--- config.mk ---
export PLATFORM = sky130hd
export DESIGN_NAME = pwm_loader
export DESIGN_NICKNAME = d
export VERILOG_FILES = /design/src/rtl/pwm_pkg.sv /design/src/rtl/pwm_req_fifo.sv /design/src/rtl/pwm_loader.sv
export SDC_FILE = /design/constraint.sdc
export NUM_CORES = 1
export LEC_CHECK = 0
export ABC_AREA = 0
export BUFFER_PORTS_ARGS = -buffer_cell sky130_fd_sc_hd__clkbuf_2
export CORE_MARGIN = 3
export CORE_UTILIZATION = 23
export CTS_CLUSTER_SIZE = 24
export DETAILED_ROUTE_END_ITERATION = 6
export PLACE_DENSITY = 0.39
export SLEW_MARGIN = 20
export SYNTH_ARGS = -nofsm -noshare
export SYNTH_HDL_FRONTEND = slang
export SYNTH_SLANG_ARGS = --single-unit
--- constraint.sdc ---
create_clock -name clk -period 2.61 [get_ports clk]
set_input_delay 0.522 -clock clk [delete_from_list [all_inputs] [get_ports clk]]
set_output_delay 0.522 -clock clk [all_outputs]
set_load 0.03 [all_outputs]
--- src/rtl/pwm_pkg.sv ---
// Shared types and constants for the PWM update sequencer.
// Latency: n/a (declarations only).
// Backpressure: n/a.
package pwm_pkg;

    localparam int PWM_W = 16;

    // Write-select encoding on the PWM register-write bus
    localparam logic [1:0] SEL_IDLE = 2'd0;
    localparam logic [1:0] SEL_CMP  = 2'd1;
    localparam logic [1:0] SEL_TOP  = 2'd2;
    localparam logic [1:0] SEL_CNT  = 2'd3;

    typedef enum logic [2:0] {
        IDLE,
        WAIT,
        WR_TOP,
        WR_CMP,
        WR_CNT
    } pwm_state_t;

    // Default-width request entry; pwm_loader builds the same layout sized by W
    typedef struct packed {
        logic [PWM_W-1:0] top;
        logic [PWM_W-1:0] cmp;
        logic             restart;
        logic             sync;
    } pwm_req_t;

endpackage

--- src/rtl/pwm_req_fifo.sv ---
// Generic request FIFO: DEPTH entries of type T, power-of-two DEPTH >= 2.
// Latency: an entry pushed at one edge is visible at the head from the next cycle.
// Backpressure: full blocks push; simultaneous push/pop keeps level unchanged.
module pwm_req_fifo #(
    parameter int  DEPTH = 4,
    parameter type T     = logic
) (
    input  logic                         clk,
    input  logic                         rst,
    input  logic                         push,
    input  T                             push_dat,
    input  logic                         pop,
    output T                             pop_dat,
    output logic                         full,
    output logic                         empty,
    output logic [$clog2(DEPTH+1)-1:0]   level
);

    localparam int AW = $clog2(DEPTH);
    localparam int LW = $clog2(DEPTH+1);

    T              mem [DEPTH];
    logic [AW-1:0] wr_ptr;
    logic [AW-1:0] rd_ptr;
    logic          do_push;
    logic          do_pop;

    assign full    = (level == LW'(DEPTH));
    assign empty   = (level == '0);
    assign do_push = push && !full;
    assign do_pop  = pop && !empty;
    assign pop_dat = mem[rd_ptr];

    // Storage array; contents need no reset since level gates every read
    always_ff @(posedge clk) begin
        if (do_push) begin
            mem[wr_ptr] <= push_dat;
        end
    end

    // Pointers wrap naturally because DEPTH is a power of two; level never exceeds DEPTH
    always_ff @(posedge clk) begin
        if (rst) begin
            wr_ptr <= '0;
            rd_ptr <= '0;
            level  <= '0;
        end else begin
            if (do_push) begin
                wr_ptr <= wr_ptr + 1'b1;
            end
            if (do_pop) begin
                rd_ptr <= rd_ptr + 1'b1;
            end
            case ({do_push, do_pop})
                2'b10:   level <= level + 1'b1;
                2'b01:   level <= level - 1'b1;
                default: level <= level;
            endcase
        end
    end

endmodule

--- src/rtl/pwm_loader.sv ---
// Replays buffered (top, cmp, restart) requests onto the PWM d/sel write bus.
// Latency: push at edge N into idle/empty -> pop at N+1 -> top write in cycle N+2 (sync=0).
// Backpressure: req_ready = FIFO not full; a sync request stalls in WAIT until pwm_cnt==0.
module pwm_loader
    import pwm_pkg::*;
#(
    parameter int W     = 16,
    parameter int DEPTH = 4
) (
    input  logic                         clk,
    input  logic                         rst,
    input  logic                         req_valid,
    output logic                         req_ready,
    input  logic [W-1:0]                 req_top,
    input  logic [W-1:0]                 req_cmp,
    input  logic                         req_restart,
    input  logic                         req_sync,
    input  logic [W-1:0]                 pwm_cnt,
    output logic [W-1:0]                 d,
    output logic [1:0]                   sel,
    output logic                         busy,
    output logic [$clog2(DEPTH+1)-1:0]   level
);

    // Same field order as pwm_req_t, sized by W
    typedef struct packed {
        logic [W-1:0] top;
        logic [W-1:0] cmp;
        logic         restart;
        logic         sync;
    } req_t;

    req_t       push_dat;
    req_t       head;
    logic       full;
    logic       empty;
    logic       push;
    logic       pop;
    pwm_state_t state;
    pwm_state_t state_n;
    logic [W-1:0] wk_top;
    logic [W-1:0] wk_cmp;
    logic         wk_restart;

    assign push_dat  = '{top: req_top, cmp: req_cmp, restart: req_restart, sync: req_sync};
    assign req_ready = !full;
    assign push      = req_valid && !full;
    assign pop       = (state == IDLE) && !empty;
    assign busy      = !empty || (state != IDLE);

    pwm_req_fifo #(
        .DEPTH (DEPTH),
        .T     (req_t)
    ) u_fifo (
        .clk      (clk),
        .rst      (rst),
        .push     (push),
        .push_dat (push_dat),
        .pop      (pop),
        .pop_dat  (head),
        .full     (full),
        .empty    (empty),
        .level    (level)
    );

    // State register and working copy of the request being replayed
    always_ff @(posedge clk) begin
        if (rst) begin
            state      <= IDLE;
            wk_top     <= '0;
            wk_cmp     <= '0;
            wk_restart <= 1'b0;
        end else begin
            state <= state_n;
            if (pop) begin
                wk_top     <= head.top;
                wk_cmp     <= head.cmp;
                wk_restart <= head.restart;
            end
        end
    end

    // Next-state and write-bus decode; d/sel come only from state and working regs
    always_comb begin
        state_n = state;
        sel     = SEL_IDLE;
        d       = '0;
        unique case (state)
            IDLE: begin
                if (!empty) begin
                    state_n = head.sync ? WAIT : WR_TOP;
                end
            end
            WAIT: begin
                if (pwm_cnt == '0) begin
                    state_n = WR_TOP;
                end
            end
            WR_TOP: begin
                sel     = SEL_TOP;
                d       = wk_top;
                state_n = WR_CMP;
            end
            WR_CMP: begin
                sel     = SEL_CMP;
                d       = wk_cmp;
                state_n = wk_restart ? WR_CNT : IDLE;
            end
            WR_CNT: begin
                sel     = SEL_CNT;
                state_n = IDLE;
            end
            default: begin
                state_n = IDLE;
            end
        endcase
    end

endmodule
==> flow_metrics.tcl <==
set metrics [dict create \
    finalClockSkew_ns 0.007008 \
    yosysWarnings 0 \
    grt_max_degree 35 \
    power_frac_comb 0.264 \
    synthFlopType "edfxtp_1" \
    syn_nets 475 \
    tns_ns 0 \
    fin_util 0.2834 \
    clockBufferDepth 2 \
    drc 0 \
    ir_worst_vdd_uv 469.3 \
    die_h_um 182.5 \
    min_path_type "in2reg" \
    r2r-start "u_fifo.level[0]" \
    swShare 0.3174 \
    cts-hold-fix-buffers 0 \
    via_count 3780 \
    antenna_found_initial 2 \
    synth_area_um2 7166 \
    fin_crit_ns 2.425 \
    min_from "req_top[2]" \
    p_int_mw 6.009 \
    synth_edf_count 136 \
    synth.distinct_cells 41 \
    power_density_nw_per_um2 1029 \
    first_iter_violations 203 \
    cts_tree "yes" \
    clock-sinks 181 \
    r2r_cells 8 \
    start_util 0.2373 \
    cp_data_arrival_time_ns 1.90 \
    drive_gt1_frac 0.4403 \
    ys_ff_latch 181 \
    cts_max_level 4 \
    dp_worst_setup_slack_ns 0.05914 \
    hold_viol_final 0 \
    syn_to_final_growth_pct 19.42 \
    ios 76 \
    numPortBuffers 75 \
    slew_violations 0 \
    die-area_um2 33310 \
    place.gp.congestion 0.7235 \
    leakagePower_nw 2.859 \
    synth-async-reset-ratio 0 \
    ant_nets 0 \
    rows 63 \
    dr.pass1.iters 4 \
    grt_pass1_wl_mm 25.25 \
    reg2reg_to "u_fifo.level[2]" \
    crit_required_ns 2.09 \
    seqPwrFrac 0.442 \
    run_status "completed" \
    maxCapViolations 0 \
    path_max_fanout 18 \
    clock-root-buffer "clkbuf_16" \
    power_switching_mw 2.793 \
    rsz0062_at_grt "no" \
    nets 557 \
    grt-ovfl-total 0 \
    ys_seq_area_frac 0.6957 \
    die_w_um 182.5 \
    end_kind "output port" \
    setup_violations 0 \
    clkPwrFrac 0.294 \
    clk_latency_ns 0.42 \
    grt_usage 0.1040 \
    relSlewSlack 0.5560 \
    fmaxAchievable_ghz 0.4124 \
    synth.avg_cell_area_um2 17.23 \
    period_share 0.9290 \
    wl_per_cell_um 18.78 \
    syn_inst 416 \
    critical_path_class "reg2out" \
    whs_endpoint "u_fifo.mem[0][20]" \
    cts_buffers 17 \
    cp-start-kind "flip-flop" \
    dp_hpwl_mm 10.47 \
    min_delay_path_depth 1 \
    report.power.total_mw 8.802 \
    wl_mm 16.92 \
    design.core.area_um2 30190 \
    finalWorstSetupSlack_ns 0.1852 \
    first_global_vias 4088 \
    n_antenna_cell 0 \
    reg2reg_slack_ns 0.37 \
    tightest_slew_ns 0.6660 \
    via_per_inst 4.195 \
    path_clk_slew_ns 0.07 \
]
[sequential cells by signal, summed over array words and instances, names as in the netlist, named ones only]
signal and count:
state 3, u_fifo.level 3, u_fifo.mem 136, u_fifo.rd_ptr 2, u_fifo.wr_ptr 2, wk_cmp 16
wk_restart 1, wk_top 16
[per-stage QoR]
step | instances | cell area, µm² | hold WS (ns)
2_1_floorplan | 416 | 7166 | 0.4360
3_3_place_gp | 869 | 7961 | 0.4444
3_5_place_dp | 869 | 7961 | 0.4501
4_1_cts | 901 | 8557 | 0.2952
5_1_grt | 901 | 8557 | 0.2961
6_report | 901 | 8557 | 0.3145
[layout make-up]
type / instances / area [µm²]
multi-input cells: 206 / 1932
inverters: 4 / 22.52
flip-flops and latches: 181 / 4986
well taps: 390 / 488.0
repair buffers: 88 / 535.5
fillers: 3034 / 21630
clock inverters: 12 / 156.4
clock buffers: 20 / 436.7
[placed cells by master (no fill, tap or decap), types with 3 or more instances in the layout]
master,Yosys,routed
bufinv_16,0,3
a21oi_2,31,31
clkbuf_16,0,17
clkinvlp_4,0,4
dfxtp_1,45,44
a21oi_1,4,4
edfxtp_1,136,136
nor4_1,4,4
mux4_2,34,34
nand2_2,29,29
buf_12,3,5
ha_1,5,5
nand2_1,41,41
clkbuf_1,4,3
clkbuf_2,1,75
a22o_1,16,16
xnor2_1,4,4
buf_4,0,8
and3_2,0,4
nor2_1,10,10
[logic make-up after synthesis]
| logic type | after synthesis | synth area share |
|---|---|---|
| and+or+nand+nor | 104 | 0.07753 |
| adders and majority gates | 6 | 0.01152 |
| DFF | 181 | 0.6957 |
| buffers and inverters | 29 | 0.03579 |
| muxes | 35 | 0.1083 |
| xor gates and xnor gates | 6 | 0.007334 |
| AOI/OAI and AO/OA | 55 | 0.06391 |
[synth_stat cells, types with 5 or more instances]
cell type	number	area, µm²
ha_1	5	62.56
a21oi_2	31	271.5
mux4_2	34	765.7
nand2_2	29	181.4
a22o_1	16	140.1
edfxtp_1	136	4084
nand2_1	41	153.9
nor2_1	10	37.54
buf_2	6	30.03
buf_6	11	123.9
dfxtp_1	45	900.9
[per-layer routing]
metal	track usage	part of all wire	wire length, µm	vias to the layer above
met5	0	0.0014	23	-
met4	0.02925	0.0098	165	4
met3	0.02791	0.044	744	13
met2	0.1756	0.50	8442	85
met1	0.1315	0.45	7544	1934
li1	-	-	-	1744
[power by group through the flow]
stage,logic [mW],registers [mW],clock network (mW)
finish,2.32,3.89,2.59
global route,2.56,3.94,2.77
CTS,2.41,3.90,2.66
detailed placement,2.41,3.96,0
global placement,2.39,3.95,0
floorplan,1.96,3.83,0
[worst max-delay path: stages (launching register included)]
cell and delay [ns]:
dfxtp_1 0.53, and3b_1 0.22, buf_4 0.28, a22o_1 0.22, clkbuf_2 0.22
[timing repair]
item / 4_1_cts / 5_1_grt
setup endpoints to repair: 16 / 0
buffers inserted: 0 / 0
gates resized for setup: 2 / 0
[worst max-delay path by stage]
stage	from	end	slack, ns	cells after the start
after floorplan	u_fifo.level[0]	u_fifo.level[2]	0.17	9
after global placement	state[1]	d[15]	0.16	3
after detailed placement	state[0]	d[0]	0.06	4
after CTS	state[1]	d[0]	0.15	4
after global routing	state[1]	d[0]	0.07	4
final	state[1]	d[15]	0.19	4
(Power assumes the default switching activity.)
